**src/rtl/scon_pkg.sv**
```systemverilog
// Shared definitions for the multi-channel SCON register bank:
// SCON/STAT bit positions, register address offsets and serial mode encoding.
package scon_pkg;

  localparam int SM0_B = 7;
  localparam int SM1_B = 6;
  localparam int SM2_B = 5;
  localparam int REN_B = 4;
  localparam int TB8_B = 3;
  localparam int RB8_B = 2;
  localparam int TI_B  = 1;
  localparam int RI_B  = 0;

  localparam int IE_B  = 7;
  localparam int IRQ_B = 1;
  localparam int OVR_B = 0;

  localparam logic SCON_OFS = 1'b0;
  localparam logic STAT_OFS = 1'b1;

  typedef enum logic [1:0] {
    MODE0_SHIFT      = 2'd0,
    MODE1_8BIT       = 2'd1,
    MODE2_9BIT_FIXED = 2'd2,
    MODE3_9BIT_VAR   = 2'd3
  } mode_e;

endpackage

```
**src/rtl/scon_bank_if.sv**
```systemverilog
// CPU SFR register port of the SCON bank: address, one-cycle strobes and data.
interface scon_bank_if #(
  parameter int ADDR_W = 4
);
  logic [ADDR_W-1:0] cpu_addr;
  logic              cpu_wr;
  logic              cpu_rd;
  logic [7:0]        cpu_wdata;
  logic [7:0]        cpu_rdata;

  modport master (output cpu_addr, cpu_wr, cpu_rd, cpu_wdata, input cpu_rdata);
  modport slave  (input cpu_addr, cpu_wr, cpu_rd, cpu_wdata, output cpu_rdata);
endinterface

```
**src/rtl/scon_channel.sv**
```systemverilog
// One SCON/STAT register pair with sticky TI/RI, SM2 filtering, RB8 latch,
// overrun detection and interrupt enable.
module scon_channel
  import scon_pkg::*;
(
  input  logic       clk,
  input  logic       reset,
  input  logic       scon_we,
  input  logic       stat_we,
  input  logic [7:0] wdata,
  input  logic       tx_complete,
  input  logic       rx_complete,
  input  logic       rb8_in,
  output logic [7:0] scon,
  output logic [7:0] stat,
  output logic       irq
);

  logic       ie;
  logic       ovr;
  logic [7:0] scon_n;
  logic       ie_n;
  logic       ovr_n;
  logic       accept;
  logic       sw_ri_clr;
  mode_e      mode;

  assign mode = mode_e'({scon[SM0_B], scon[SM1_B]});

  // SM2 only filters on the 9th bit in the 9-bit modes.
  assign accept = rx_complete & scon[REN_B] &
                  ~(((mode == MODE2_9BIT_FIXED) || (mode == MODE3_9BIT_VAR)) &
                    scon[SM2_B] & ~rb8_in);

  assign sw_ri_clr = scon_we & ~wdata[RI_B];

  // Hardware sets are applied after the CPU write so they win any collision.
  always_comb begin
    scon_n = scon_we ? wdata : scon;
    if (tx_complete) scon_n[TI_B] = 1'b1;
    if (accept) begin
      scon_n[RI_B] = 1'b1;
      if (mode != MODE0_SHIFT) scon_n[RB8_B] = rb8_in;
    end
  end

  always_comb begin
    ie_n  = stat_we ? wdata[IE_B] : ie;
    ovr_n = ovr;
    if (stat_we && wdata[OVR_B]) ovr_n = 1'b0;
    if (accept && scon[RI_B] && !sw_ri_clr) ovr_n = 1'b1;
  end

  always_ff @(posedge clk) begin
    if (reset) begin
      scon <= '0;
      ie   <= 1'b0;
      ovr  <= 1'b0;
    end else begin
      scon <= scon_n;
      ie   <= ie_n;
      ovr  <= ovr_n;
    end
  end

  assign irq  = ie & (scon[TI_B] | scon[RI_B]);
  assign stat = {ie, 5'b0, irq, ovr};

endmodule

```
**src/rtl/scon_bank.sv**
```systemverilog
// NUM_CH SCON/STAT channels behind one CPU register port with address decode
// and a registered read mux.
module scon_bank
  import scon_pkg::*;
#(
  parameter int NUM_CH = 4,
  parameter int ADDR_W = 4
) (
  input  logic                clk,
  input  logic                reset,
  scon_bank_if.slave          bus,
  input  logic [NUM_CH-1:0]   tx_complete,
  input  logic [NUM_CH-1:0]   rx_complete,
  input  logic [NUM_CH-1:0]   rb8_in,
  output logic [2*NUM_CH-1:0] sm_mode,
  output logic [NUM_CH-1:0]   ren,
  output logic [NUM_CH-1:0]   tb8,
  output logic [NUM_CH-1:0]   irq,
  output logic                irq_any
);

  logic              in_range;
  logic [ADDR_W-2:0] ch_sel;
  logic              is_stat;
  logic [7:0]        scon_r [NUM_CH];
  logic [7:0]        stat_r [NUM_CH];
  logic [7:0]        rd_mux;

  assign in_range = {{(32-ADDR_W){1'b0}}, bus.cpu_addr} < 32'(2*NUM_CH);
  assign ch_sel   = bus.cpu_addr[ADDR_W-1:1];
  assign is_stat  = bus.cpu_addr[0];

  for (genvar i = 0; i < NUM_CH; i++) begin : g_ch
    logic sel;
    assign sel = in_range & (ch_sel == (ADDR_W-1)'(i));

    scon_channel u_ch (
      .clk         (clk),
      .reset       (reset),
      .scon_we     (bus.cpu_wr & sel & (is_stat == SCON_OFS)),
      .stat_we     (bus.cpu_wr & sel & (is_stat == STAT_OFS)),
      .wdata       (bus.cpu_wdata),
      .tx_complete (tx_complete[i]),
      .rx_complete (rx_complete[i]),
      .rb8_in      (rb8_in[i]),
      .scon        (scon_r[i]),
      .stat        (stat_r[i]),
      .irq         (irq[i])
    );

    assign sm_mode[2*i +: 2] = {scon_r[i][SM0_B], scon_r[i][SM1_B]};
    assign ren[i]            = scon_r[i][REN_B];
    assign tb8[i]            = scon_r[i][TB8_B];
  end

  assign irq_any = |irq;

  always_comb begin
    rd_mux = '0;
    if (in_range) begin
      for (int unsigned c = 0; c < NUM_CH; c++) begin
        if (ch_sel == (ADDR_W-1)'(c)) rd_mux = is_stat ? stat_r[c] : scon_r[c];
      end
    end
  end

  // Registers are sampled before this edge's update, so read-during-write returns the old value.
  always_ff @(posedge clk) begin
    if (reset) bus.cpu_rdata <= '0;
    else if (bus.cpu_rd) bus.cpu_rdata <= rd_mux;
  end

endmodule

```
**src/flat_wrapper.sv**
```systemverilog
// flat-port wrapper written by rule: the top's interface ports become plain ports
module scon_bank_flat import scon_pkg::*;
#(
  parameter int NUM_CH = 4,
  parameter int ADDR_W = 4
)
  (clk, reset, tx_complete, rx_complete, rb8_in, sm_mode, ren, tb8, irq, irq_any, bus_cpu_addr, bus_cpu_wr, bus_cpu_rd, bus_cpu_wdata, bus_cpu_rdata);
  scon_bank_if #(.ADDR_W(ADDR_W)) bus_i ();
  input  logic clk;
  input  logic reset;
  input  logic [NUM_CH-1:0] tx_complete;
  input  logic [NUM_CH-1:0] rx_complete;
  input  logic [NUM_CH-1:0] rb8_in;
  output logic [2*NUM_CH-1:0] sm_mode;
  output logic [NUM_CH-1:0] ren;
  output logic [NUM_CH-1:0] tb8;
  output logic [NUM_CH-1:0] irq;
  output logic irq_any;
  input wire logic [$bits(bus_i.cpu_addr)-1:0] bus_cpu_addr;
  input wire logic [$bits(bus_i.cpu_wr)-1:0] bus_cpu_wr;
  input wire logic [$bits(bus_i.cpu_rd)-1:0] bus_cpu_rd;
  input wire logic [$bits(bus_i.cpu_wdata)-1:0] bus_cpu_wdata;
  output wire logic [$bits(bus_i.cpu_rdata)-1:0] bus_cpu_rdata;
  assign bus_i.cpu_addr = bus_cpu_addr;
  assign bus_i.cpu_wr = bus_cpu_wr;
  assign bus_i.cpu_rd = bus_cpu_rd;
  assign bus_i.cpu_wdata = bus_cpu_wdata;
  assign bus_cpu_rdata = bus_i.cpu_rdata;
  scon_bank #(.NUM_CH(NUM_CH), .ADDR_W(ADDR_W)) u_core (.clk(clk), .reset(reset), .bus(bus_i), .tx_complete(tx_complete), .rx_complete(rx_complete), .rb8_in(rb8_in), .sm_mode(sm_mode), .ren(ren), .tb8(tb8), .irq(irq), .irq_any(irq_any));
endmodule
```
**config.mk**
```make
export PLATFORM = sky130hd
export DESIGN_NAME = scon_bank_flat
export DESIGN_NICKNAME = d
export VERILOG_FILES = /design/src/rtl/scon_pkg.sv /design/src/rtl/scon_bank_if.sv /design/src/rtl/scon_channel.sv /design/src/rtl/scon_bank.sv /design/src/flat_wrapper.sv
export SDC_FILE = /design/constraint.sdc
export NUM_CORES = 1
export LEC_CHECK = 0
export ABC_AREA = 1
export BUFFER_PORTS_ARGS = -buffer_cell sky130_fd_sc_hd__buf_2
export CORE_ASPECT_RATIO = 0.8
export CORE_MARGIN = 2
export CORE_UTILIZATION = 50
export CTS_CLUSTER_DIAMETER = 200
export CTS_CLUSTER_SIZE = 24
export DETAILED_ROUTE_END_ITERATION = 12
export PLACE_DENSITY = 0.74
export SLEW_MARGIN = 25
export SYNTH_ARGS = -nofsm -noshare
export SYNTH_HDL_FRONTEND = slang
export SYNTH_SLANG_ARGS = --single-unit
```
**constraint.sdc**
```tcl
create_clock -name clk -period 1.65 [get_ports clk]
set_input_delay 0.33 -clock clk [delete_from_list [all_inputs] [get_ports clk]]
set_output_delay 0.33 -clock clk [all_outputs]
set_load 0.02 [all_outputs]
```
---- Word-level counts from Yosys, hierarchy flattened ----
Cells that the tools add are included.
storage, ports and cells
  register bits ........................... 48
  latch bits .............................. 0
  bits in writable memories ............... 0
  memory bits (read-only) ................. 0
  input bits .............................. 28
  word-level logic and storage cells ...... 166
  memories kept ........................... 0
operators by class
  add/sub/neg operators ................... 0
  $mul .................................... 0
  div/mod/pow operators ................... 0
  $lt $le $gt $ge ......................... 1
  equal/unequal tests ..................... 11
  shift-type cells ........................ 0
  muxes and demuxes ....................... 37
  bitwise gates (word level) .............. 54
  reductions and logical operators ........ 38
operators with widths
  operator            count
  $mux 8              9
  $and 1x1->1         40
  $reduce_bool 2->1   16
  $mux 1              24
  $eq 2x2->1 const B  8
  $logic_and 1x1->1   12
  $mux 3              4
  $not 1->1           10
  $eq 3x2->1 const B  2
  $logic_not 1->1     4
  $logic_or 1x1->1    4
  $lt 4x4->1 const B  1
  $or 1x1->1          4
  $reduce_or 4->1     1
  $eq 3x1->1 const B  1
  $logic_not 3->1     1

---- Depth between registers and ports, before layout ----
  word-level depth ........................ 9
  mapped depth ............................ 9
  depth with buffers taken out ............ 9

---- Hierarchy ----
Synthesis repeated with hierarchy kept, for this count alone.
second synthesis, totals
  cells, all modules ...................... 502
  area total of the unflattened synthesis .. 3,184.3 um^2
by module, submodules not included
  module        instances  cells an instance  area an instance (um^2)  sequential area each (um^2)
  scon_channel  4          71                 510.5                    200.2
  scon_bank     1          218                1,142.3                  160.2

---- Worst setup path after synthesis ----
OpenSTA, ideal clock, no wires.
  kind .................................... in2reg
  start point ............................. in bus_cpu_wr
  end point ............................... reg u_core.g_ch[3].u_ch.scon[2]
  library setup time ...................... 0.110 ns
  data arrival time ....................... 1.136 ns
  data required time ...................... 1.540 ns
  path slack .............................. 0.404 ns
  stages on the path ...................... 8
  path buffers ............................ 1
  cell sequence ........................... buf_6 > inv_2 > nor3_4 > inv_2 > nand2_1 > nand3_1 > nand3_1 > inv_1
between the ends
  cells in the longest elaborated chain, start to end .. 5
RTL lines
  element                     line                source
  start: declaration          flat_wrapper.sv:20  input wire logic [$bits(bus_i.cpu_wr)-1:0] bus_cpu_wr;
  $and 1x1->1 * (2 in a row)  scon_bank.sv:40     .scon_we (bus.cpu_wr & sel & (is_stat == SCON_OFS)),
  $mux 3 *                    scon_channel.sv:39  scon_n = scon_we ? wdata : scon;
  $mux 1                      scon_channel.sv:43  if (mode != MODE0_SHIFT) scon_n[RB8_B] = rb8_in;
  $mux 1 *                    scon_channel.sv:41  if (accept) begin
  end signal: assignment      scon_channel.sv:60  scon <= scon_n;
  end: declaration            scon_channel.sv:14  output logic [7:0] scon,
Mark *: on every way between the ends. The rest lies on a longest branch, timed or not. The select of a mux whose other input is x is not followed.
A chain may end at the register's enable or synchronous reset.

---- Worst setup path after layout ----
  start point ............................. reg u_core.g_ch[1].u_ch.scon[0]
  end point ............................... out irq_any
between the ends
  cells in the longest elaborated chain, start to end .. 3
RTL lines
  element                   line                source
  start: declaration        scon_channel.sv:14
  start signal: assignment  scon_channel.sv:60
  $or 1x1->1                scon_channel.sv:66  assign irq = ie & (scon[TI_B] | scon[RI_B]);
  $and 1x1->1               scon_channel.sv:66
  $reduce_or 4->1           scon_bank.sv:56     assign irq_any = |irq;
  end: declaration          flat_wrapper.sv:18  output logic irq_any;
Every way passes these cells.

==> run summary <==
VDD IR max: 418 uV
iteration-0 DRC count of the detailed router: 168
Post-CTS Resized: 0
area of the multi-input gates: 1240 um^2
Routed Wire Length: 6730 um
Synth area leaders: dfxtp_1, nand2_1, a21oi_1, o21ai_0, buf_4
first-pass GRT wire length: 11000 um
layout cells sized above 1: 0.212
reg2reg start: u_core.g_ch[3].u_ch.scon[4]
Worst EP required: 1320 ps
Slew Viols, Final: 0
Final period util: 0.929
Initial DRT Pass Iterations: 4
outcome: finished clean
final RePlAce weighted congestion: 0.900
initial antenna violation count: 0
Die Ht: 68.6 um
DP Worst Slack: 123 ps
Mapped Cells: 387
Antenna Cells: 0
Synth Warn #: 0
Yosys top cell area share: 0.369
commonest non-fill, non-tap cells in the layout: nand2_1, buf_2, a21oi_1, dfxtp_1, inv_1
HP Start: tx_complete[1]
post-synth cell types: 23
f_max: 652 MHz
worst reg2reg endpoint: u_core.g_ch[3].u_ch.scon[2]
CTS tree: done
Post-Synthesis Cell Area: 2610 um^2
Worst Hold Path Cells: 3
DRC: 0
fin worst setup slack: 117 ps
critical path endpoint category: output port
RSZ-0062 raised after global routing: no
Final Hold Violating Endpoints: 0
WP data arrival: 1200 ps
clk_skew: 10.6 ps
vias in the first global route: 2356
final setup TNS: 0 ps
Pwr Density: 773 nW/um^2
Worst-path clk slew: 90 ps
Synth Area per Inst: 6.74 um^2
max-cap violation count: 0
Startpoint Class: flip-flop
Setup-failing EPs final: 0
CTS root buf: clkbuf_8
Period minus WS final: 1530 ps
Yosys top cell by area: dfxtp_1
sequential-to-total area share from yosys stat: 0.369
IO Count: 57
Post-DP HPWL: 5080 um
Rows: 23
overflow left after global routing: 0
Final nets: 456
Setup Crit Path Kind: flip-flop to output port
maximum fanout along the worst path: 5
Fillers: 527
CTS Buffer Depth: 2
Post CTS Setup Buffer Count: 0
largest net degree at the start of global routing: 26
routed length per instance: 13.7 um
Die W: 84.7 um
die area: 5810 um^2
Hold WC Path Type: input pin to flip-flop
syn nets: 415
Num CTS Buffers: 5
hold buffers post-CTS: 0
Syn-to-layout area delta: 11.3%
Hold Path End: u_core.g_ch[1].u_ch.scon[1]
leakage power: 1.34 nW
register-to-register setup slack: 550 ps
Detail Route Antenna Nets: 0
sequential cell area: 961 um^2
most common cell after layout, fill and taps aside: nand2_1
R2R depth: 6
core area: 5010 um^2
relative slew slack: 0.730
CTS H-Tree Depth: 2
Via density: 5.26
initial core utilization: 0.521
worst-margin pin slew: 403 ps
Yosys reg bits: 48
DR vias: 2584
# port buffers: 56
later-pin clock latency in the skew report: 310 ps
Tot GR Track Use: 0.243
clk sink count: 48
power breakdown:
part           internal, mW  total [mW]  switching (mW)
registers              1.18        1.20          0.0179
clock network         0.340       0.755           0.415
logic                0.0936       0.287           0.193
total                  1.62        2.24           0.626
worst max-delay path: stages, from the launching register on:
cell,delay [ps]
dfxtp_1,360
o21ai_0,260
nand3_1,100
buf_2,170
logic make-up (layout without fill, tap and decap cells):
family / count (synthesis) / in the layout / synth area share
AO/OA/AOI/OAI: 104 / 104 / 0.201
buffers and inverters: 81 / 123 / 0.160
flip-flops: 48 / 48 / 0.369
AND/OR/NAND/NOR: 154 / 154 / 0.271
final cells by class:
type / count / area share
multi-input cells: 258 / 0.426
flip-flops and latches: 48 / 0.331
repair buffers: 63 / 0.115
inverters: 52 / 0.0681
clock buffers: 6 / 0.0284
well taps: 62 / 0.0267
clock inverters: 2 / 0.00517
state kept, by name, indices dropped and copies added, names as in the netlist:
signal                 flops
u_core.bus.cpu_rdata       8
u_core.g_ch.u_ch.ovr       4
u_core.g_ch.u_ch.ie        4
u_core.g_ch.u_ch.scon     32
worst max-delay path by stage:
stage | from | endpoint | slack, ps | depth (start not counted)
after floorplan | bus_cpu_wr | u_core.g_ch[3].u_ch.scon[2] | 400 | 8
after global placement | bus_cpu_addr[1] | u_core.g_ch[0].u_ch.scon[0] | 150 | 9
after detailed placement | bus_cpu_addr[1] | u_core.g_ch[0].u_ch.scon[0] | 120 | 9
after CTS | u_core.g_ch[3].u_ch.scon[0] | irq_any | 70 | 5
after global routing | u_core.g_ch[3].u_ch.scon[0] | irq_any | 40 | 5
final | u_core.g_ch[1].u_ch.scon[0] | irq_any | 120 | 3
synth_stat cells:
cell type,instances
a21oi_1,54
a31oi_1,2
buf_2,2
buf_4,21
buf_6,2
bufbuf_8,1
clkbuf_1,3
clkinv_1,1
dfxtp_1,48
inv_1,42
inv_2,8
inv_4,1
nand2_1,98
nand2_4,1
nand3_1,19
nand3_2,1
nand3_4,4
nand4_1,1
nor2_1,27
nor2_4,1
nor3_4,2
o21ai_0,35
o21ai_1,13
metal layers:
layer / vias up / GRT usage / share of wire
met5: - / 0 / 0
met4: 0 / 0.0833 / 0.015
met3: 14 / 0.0440 / 0.064
met2: 98 / 0.406 / 0.46
met1: 1168 / 0.322 / 0.46
li1: 1304 / - / -
metrics by stage:
step | instances | util | power, mW | instance area [um^2] | hold slack (ps)
after CTS | 491 | 0.578 | 2.25 | 2900 | 227
final | 491 | 0.580 | 2.24 | 2900 | 219
after global routing | 491 | 0.580 | 2.33 | 2900 | 246
after floorplan | 387 | - | 1.41 | 2610 | 399
after global placement | 483 | 0.559 | 1.51 | 2800 | 452
after detailed placement | 483 | 0.559 | 1.51 | 2800 | 455
No activity file was read; power rests on OpenSTA's default activity.
